**src/rtl/fifo_serial_tx.sv**
```systemverilog
// Drains a synchronous FIFO and serialises each word as start, data LSB-first, [parity], stop.
// Optional even-parity bit is enabled by defining FIFO_SERIAL_TX_PARITY_EN.
module fifo_serial_tx #(
  parameter int MEMORY_WIDTH = 4,
  parameter int BIT_CYCLES   = 2,
  parameter int CNT_SIZE     = 4
) (
  input  logic                    clk,
  input  logic                    rst,
  input  logic                    fifo_empty,
  input  logic [MEMORY_WIDTH-1:0] fifo_rd,
  output logic                    fifo_r_en,
  input  logic                    tx_ready,
  output logic                    sdo,
  output logic                    busy,
  output logic                    frame_done
);

  localparam int BIT_W = $clog2(MEMORY_WIDTH + 1);
  localparam logic [CNT_SIZE-1:0] PER_LAST = CNT_SIZE'(BIT_CYCLES - 1);
  localparam logic [BIT_W-1:0]    BIT_LAST = BIT_W'(MEMORY_WIDTH - 1);

  typedef enum logic [2:0] {
    IDLE   = 3'd0,
    LOAD   = 3'd1,
    START  = 3'd2,
    DATA   = 3'd3,
`ifdef FIFO_SERIAL_TX_PARITY_EN
    PARITY = 3'd4,
`endif
    STOP   = 3'd5
  } state_t;

  state_t                  state_q, state_d;
  logic [MEMORY_WIDTH-1:0] shift_q, shift_d;
  logic [BIT_W-1:0]        bit_cnt_q, bit_cnt_d;
  logic [CNT_SIZE-1:0]     per_cnt_q, per_cnt_d;
  logic                    per_last;
`ifdef FIFO_SERIAL_TX_PARITY_EN
  logic                    parity_q, parity_d;
`endif

  assign per_last = (per_cnt_q == PER_LAST);
  assign busy     = (state_q != IDLE);

  always_ff @(posedge clk or negedge rst) begin
    if (!rst) begin
      state_q   <= IDLE;
      shift_q   <= '0;
      bit_cnt_q <= '0;
      per_cnt_q <= '0;
`ifdef FIFO_SERIAL_TX_PARITY_EN
      parity_q  <= 1'b0;
`endif
    end else begin
      state_q   <= state_d;
      shift_q   <= shift_d;
      bit_cnt_q <= bit_cnt_d;
      per_cnt_q <= per_cnt_d;
`ifdef FIFO_SERIAL_TX_PARITY_EN
      parity_q  <= parity_d;
`endif
    end
  end

  // sdo is decoded from state so an asynchronous reset forces the line idle at once
  always_comb begin
    state_d    = state_q;
    shift_d    = shift_q;
    bit_cnt_d  = bit_cnt_q;
    per_cnt_d  = per_cnt_q;
`ifdef FIFO_SERIAL_TX_PARITY_EN
    parity_d   = parity_q;
`endif
    fifo_r_en  = 1'b0;
    sdo        = 1'b1;
    frame_done = 1'b0;
    case (state_q)
      IDLE: begin
        per_cnt_d = '0;
        bit_cnt_d = '0;
        fifo_r_en = rst && !fifo_empty && tx_ready;
        if (fifo_r_en) state_d = LOAD;
      end
      LOAD: begin
        shift_d   = fifo_rd;
`ifdef FIFO_SERIAL_TX_PARITY_EN
        parity_d  = ^fifo_rd;
`endif
        per_cnt_d = '0;
        bit_cnt_d = '0;
        state_d   = START;
      end
      START: begin
        sdo = 1'b0;
        if (per_last) begin
          per_cnt_d = '0;
          state_d   = DATA;
        end else begin
          per_cnt_d = per_cnt_q + CNT_SIZE'(1);
        end
      end
      DATA: begin
        sdo = shift_q[0];
        if (per_last) begin
          per_cnt_d = '0;
          shift_d   = shift_q >> 1;
          bit_cnt_d = bit_cnt_q + BIT_W'(1);
          if (bit_cnt_q == BIT_LAST) begin
`ifdef FIFO_SERIAL_TX_PARITY_EN
            state_d = PARITY;
`else
            state_d = STOP;
`endif
          end
        end else begin
          per_cnt_d = per_cnt_q + CNT_SIZE'(1);
        end
      end
`ifdef FIFO_SERIAL_TX_PARITY_EN
      PARITY: begin
        sdo = parity_q;
        if (per_last) begin
          per_cnt_d = '0;
          state_d   = STOP;
        end else begin
          per_cnt_d = per_cnt_q + CNT_SIZE'(1);
        end
      end
`endif
      STOP: begin
        sdo = 1'b1;
        if (per_last) begin
          frame_done = 1'b1;
          per_cnt_d  = '0;
          state_d    = IDLE;
        end else begin
          per_cnt_d = per_cnt_q + CNT_SIZE'(1);
        end
      end
      default: state_d = IDLE;
    endcase
  end

endmodule

```
**config.mk**
```make
export PLATFORM = sky130hd
export DESIGN_NAME = fifo_serial_tx
export DESIGN_NICKNAME = d
export VERILOG_FILES = /design/src/rtl/fifo_serial_tx.sv
export SDC_FILE = /design/constraint.sdc
export NUM_CORES = 1
export LEC_CHECK = 0
export CAP_MARGIN = 20
export CORE_MARGIN = 1.5
export CORE_UTILIZATION = 53
export CTS_CLUSTER_SIZE = 30
export DETAILED_ROUTE_END_ITERATION = 12
export GPL_TIMING_DRIVEN = 0
export PLACE_DENSITY = 0.8
export SLEW_MARGIN = 20
export SYNTH_ARGS = -nofsm -noshare
export SYNTH_HDL_FRONTEND = slang
export SYNTH_SLANG_ARGS = --single-unit
```
**constraint.sdc**
```tcl
create_clock -name clk -period 1.77 [get_ports clk]
set_input_delay 0.177 -clock clk [delete_from_list [all_inputs] [get_ports clk]]
set_output_delay 0.177 -clock clk [all_outputs]
set_load 0.02 [all_outputs]
```
After elaboration in Yosys (flattened, before gate mapping). Cells that the tools add are included.

Mux-type cells: 16. Equal/unequal tests: 11. $add $sub $neg: 2. Reductions and logical operators: 13.

Operators by type and width (number): two-way mux 3 bit (6); one-hot mux 4 bit (2 select lines) (2); one-hot mux 3 bit (5 select lines) (1); inequality test 2 bit, second input constant (5); == test 3 x 2 -> 1 bit, second input constant (3); two-way mux 4 bit (2); one-hot mux 3 bit (2 select lines) (1); nonzero test 2 bit (3); AND reduction 5 bit (1); adder 4 x 1 -> 4 bit, second input constant (1); == test 4 x 1 -> 1 bit, second input constant (1); AND reduction 2 bit (2); adder 3 x 1 -> 3 bit, second input constant (1); == test 3 x 1 -> 1 bit, second input constant (1); == test 3 bit, second input constant (1); logical NOT 3 bit (1); two-way mux 1 bit (3); nonzero test 3 bit (1); OR reduction 3 bit (1); logical AND 1 bit (2); one-hot mux 1 bit (2 select lines) (1); OR reduction 2 bit (1); logical NOT 1 bit (1).

Register bits after elaboration: 14. Output and inout port bits: 4. Input port bits: 8.

Logic depth before layout (Yosys ltp).
Depth in word-level cells: 5. Mapped depth: 6. Depth with buffers taken out: 5.

Worst setup path before layout. No wires, ideal clock.

Path kind: register to output. From: register state_q[2]. To: output fifo_r_en. Stages on the path, launching flop included: 4. Required time: 1.593 ns. Arrival time: 1.527 ns. Path slack: 0.066 ns. Path through: dfrtp_1 > buf_2 > or3_1 > nor3_1.

Longest elaborated chain between the ends: 2.

RTL lines: from (decl) (line 34) `state_t state_q, state_d;`; from (signal assigned) (line 56) `state_q <= state_d;`; logical NOT 3 bit (line 78) `case (state_q)`; two-way mux 1 bit (line 78); to (decl) (line 12) `output logic fifo_r_en,`.

No other way between the ends.

Final worst setup path.
From: register per_cnt_q[1]. To: output frame_done.

Longest elaborated chain between the ends: 3.

RTL lines: from (decl) (line 37) `logic [CNT_SIZE-1:0] per_cnt_q, per_cnt_d;`; from (signal assigned) (line 59) `per_cnt_q <= per_cnt_d;`; == test 4 x 1 -> 1 bit (line 43) `assign per_last = (per_cnt_q == PER_LAST);`; two-way mux 1 bit (line 133) `if (per_last) begin`; two-way mux 1 bit (line 78); to (decl) (line 16) `output logic frame_done`.

No other way between the ends.

==> run summary <==
Status: finished with violations
Failing checks: setup timing
Rel. slew slack: 51.43%
Max-Cap Viols: 0
CP required: 1590 ps
I/O pin count: 12
DR WL met3: 125 microns
WL per Instance: 17.39 microns
Synthesized instance count: 98
Sequential Area: 352.8 sq um
Pin count of the biggest net entering global routing: 17
Final Cell Area: 0.001166 sq mm
Core Footprint: 0.001577 sq mm
Main synth FF type: dfrtp_1
Worst Path Buf+Inv: 3
Post-synth ARST share: 100.0%
Yosys top cell area share: 37.48%
Reg2Reg Setup Slack: 150 ps
Commonest cells in the netlist: dfrtp_1, nand2_1, nand3_1
Met2 routed WL: 1093 microns
R2R depth: 6
Worst-path clk slew: 90 ps
Worst-path cell chain: inv_2 -> ha_4 -> nor3b_4 -> buf_6 -> and3_4 -> buf_6
#FFs+latches synth: 14
Flop pwr share: 34.2%
Pre-CTS setup slack: -468.9 ps
Grt total ovfl: 0
Post-detail-place hpwl: 1514 microns
Crit-path max cell delay: 430 ps
Instance count on the critical path: 6
M1 WL: 1044 microns
Synth Warn #: 0
Number of synthesized flops with an enable pin: 0
Combinational fraction of design power: 51.6%
Worst VDD drop: 0.8451 mV
H-tree depth: 1
Worst Hold Class: primary input to asynchronous set/reset pin
Nature of the critical path endpoint: output port
Max Root-Sink Buffers: 2
Initial core utilization: 59.29%
Number of remaining DRC errors: 0
Final Skew: 1.210 ps
R2R Path Start: per_cnt_q[0]
Crit path launch: per_cnt_q[1]
Final period utilization: 100.3%
RSZ-0062 raised after global routing: true
Synthesized cell area: 934.6 sq um
Sink Count: 14
Via count: 901
Slowest CP cell: dfrtp_1
Distinct cells, synth: 38
Vias/cell: 6.674
Worst Path Class, Setup: flip-flop to output port
Most used cell, CP: buf_6
Switching Power: 678.9 uW
Worst Max-Slew Pin Slew: 728.5 ps
GPL Wtd Cong: 0.8201
First-pass detailed-route iteration total: 4
Total track usage: 25.23%
Row count: 14
Crit path to: frame_done
Setup ws final: -5.526 ps
Most common cell in the netlist: dfrtp_1
Cts bufs inserted: 3
Antenna Nets Post-Route: 0
Fin. max-slew vios: 0
Cell Area, Placed: 0.001065 sq mm
Clock power frac: 14.1%
Crit start category: flip-flop
Leak: 0.0005073 uW
Iter 0 DRT Violations: 31
CP Max Fanout: 4
Initial antenna violation count: 0
Cell Pwr Density: 1481 mW/mm^2
Clock root buffer master: clkbuf_4
Mapped Nets: 110
Layout Area Growth over Synthesis: 24.77%
Critical path data arrival time: 1600 ps
Die Ht: 45.00 microns
Die Wd: 45.00 microns
I/O Buffers: 11
Largest area contributor in the netlist: dfrtp_1
Multi-input logic area: 549.3 sq um
First-pass GRT wire length: 3650 microns
Endpoints failing hold: 0
Share of cells above drive strength 1: 28.57%
Area contributors post-synth: dfrtp_1, ha_1, mux2i_1, nand2_1, nand3_1
Syn Area/Cell: 9.537 sq um
Sequential fraction of the synthesis area: 37.48%
Worst path top cell family by delay: flip-flops
Sw frac: 39.30%
Vias in the first global route: 819
Nets: 132
Fillers: 110
# diodes: 0
CTS tree: built
Clock Latency Late Sink: 290 ps
Top sig layer: met4
Final Critical Period: 1776 ps
Setup violators final: 1
Reg-to-reg endpoint: state_q[2]
Final wirelength: 2348 microns
Fmax: 563.2 MHz
Internal power: 1049 uW
DIE AREA: 0.002025 sq mm
==> worst min path at each step <==
stage,to,slack [ps],startpoint,depth (start not counted)
after global routing,per_cnt_q[3],90,rst,1
after CTS,per_cnt_q[3],40,rst,1
after global placement,shift_q[3],480,shift_q[3],1
final,bit_cnt_q[2],40,rst,1
after detailed placement,shift_q[3],490,shift_q[3],1
after floorplan,bit_cnt_q[0],-120,rst,0
==> cell type report <==
type,instances,area share (%)
multi-input cells,74,47.10
flip-flops and latches,14,30.26
repair buffers,17,12.55
plain buffers,7,4.292
clock buffers,4,3.112
well taps,16,1.717
inverters,3,0.9657
==> placed cells by master, fill, tap and decap left out, types with 4 or more instances in the layout <==
| cell type | count |
|---|---|
| a21oi_1 | 4 |
| buf_2 | 4 |
| buf_4 | 8 |
| clkdlybuf4s50_1 | 6 |
| dfrtp_1 | 12 |
| mux2i_1 | 4 |
| nand2_1 | 9 |
| nand2b_1 | 4 |
| nand3_1 | 6 |
==> power groups by stage <==
| stage | clock network [uW] | registers, uW | logic, uW |
|---|---|---|---|
| detailed placement | 0 | 585 | 784 |
| finish | 244 | 591 | 892 |
| global placement | 0 | 582 | 747 |
| global route | 261 | 606 | 978 |
| floorplan | 0 | 552 | 617 |
| CTS | 253 | 582 | 807 |
==> state kept, by name, indices dropped and copies added (netlist names) <==
register   count
bit_cnt_q      3
per_cnt_q      4
shift_q        4
state_q        3
==> worst reg2reg max path, cell delays in order, from the launching register on <==
cell and delay [ps]:
dfrtp_2 480, ha_4 180, nor3b_4 150, buf_4 140
buf_4 150, or2_2 300, a21boi_1 140
==> per-stage QoR <==
stage	std cells	power (uW)	TNS, ps	hold WS (ps)	utilization [%]
3_5_place_dp	125	1369	-859.3	490.0	67.54
5_1_grt	135	1845	-57.10	92.40	73.97
3_3_place_gp	125	1329	-797.3	484.0	67.54
4_1_cts	132	1642	-37.07	42.07	70.87
2_1_floorplan	98	1169	0	-118.6	-
6_report	135	1728	-5.526	43.59	73.97
==> timing repair <==
item	in CTS	in global routing
pin swaps	1	0
hold buffers	0	0
endpoints found under the setup margin	4	4
buffers inserted	3	3
resized for setup	17	9
==> logic make-up after synthesis <==
| group | after synthesis | share of synthesized area, % |
|---|---|---|
| AO/OA/AOI/OAI | 24 | 18.48 |
| XOR/XNOR | 1 | 0.9373 |
| adder cells (fa/ha/maj) | 4 | 5.355 |
| buffers and inverters | 10 | 6.291 |
| flip-flops | 14 | 37.48 |
| multiplexers | 4 | 4.284 |
| AND/OR/NAND/NOR | 41 | 27.18 |
==> layer usage <==
layer  vias up  track usage [%]
met5         -                0
li1        411                -
met3        10            3.600
met1       444            32.83
met2        36            38.57
met4         0            17.06
No activity file was read; power rests on OpenSTA's default activity.
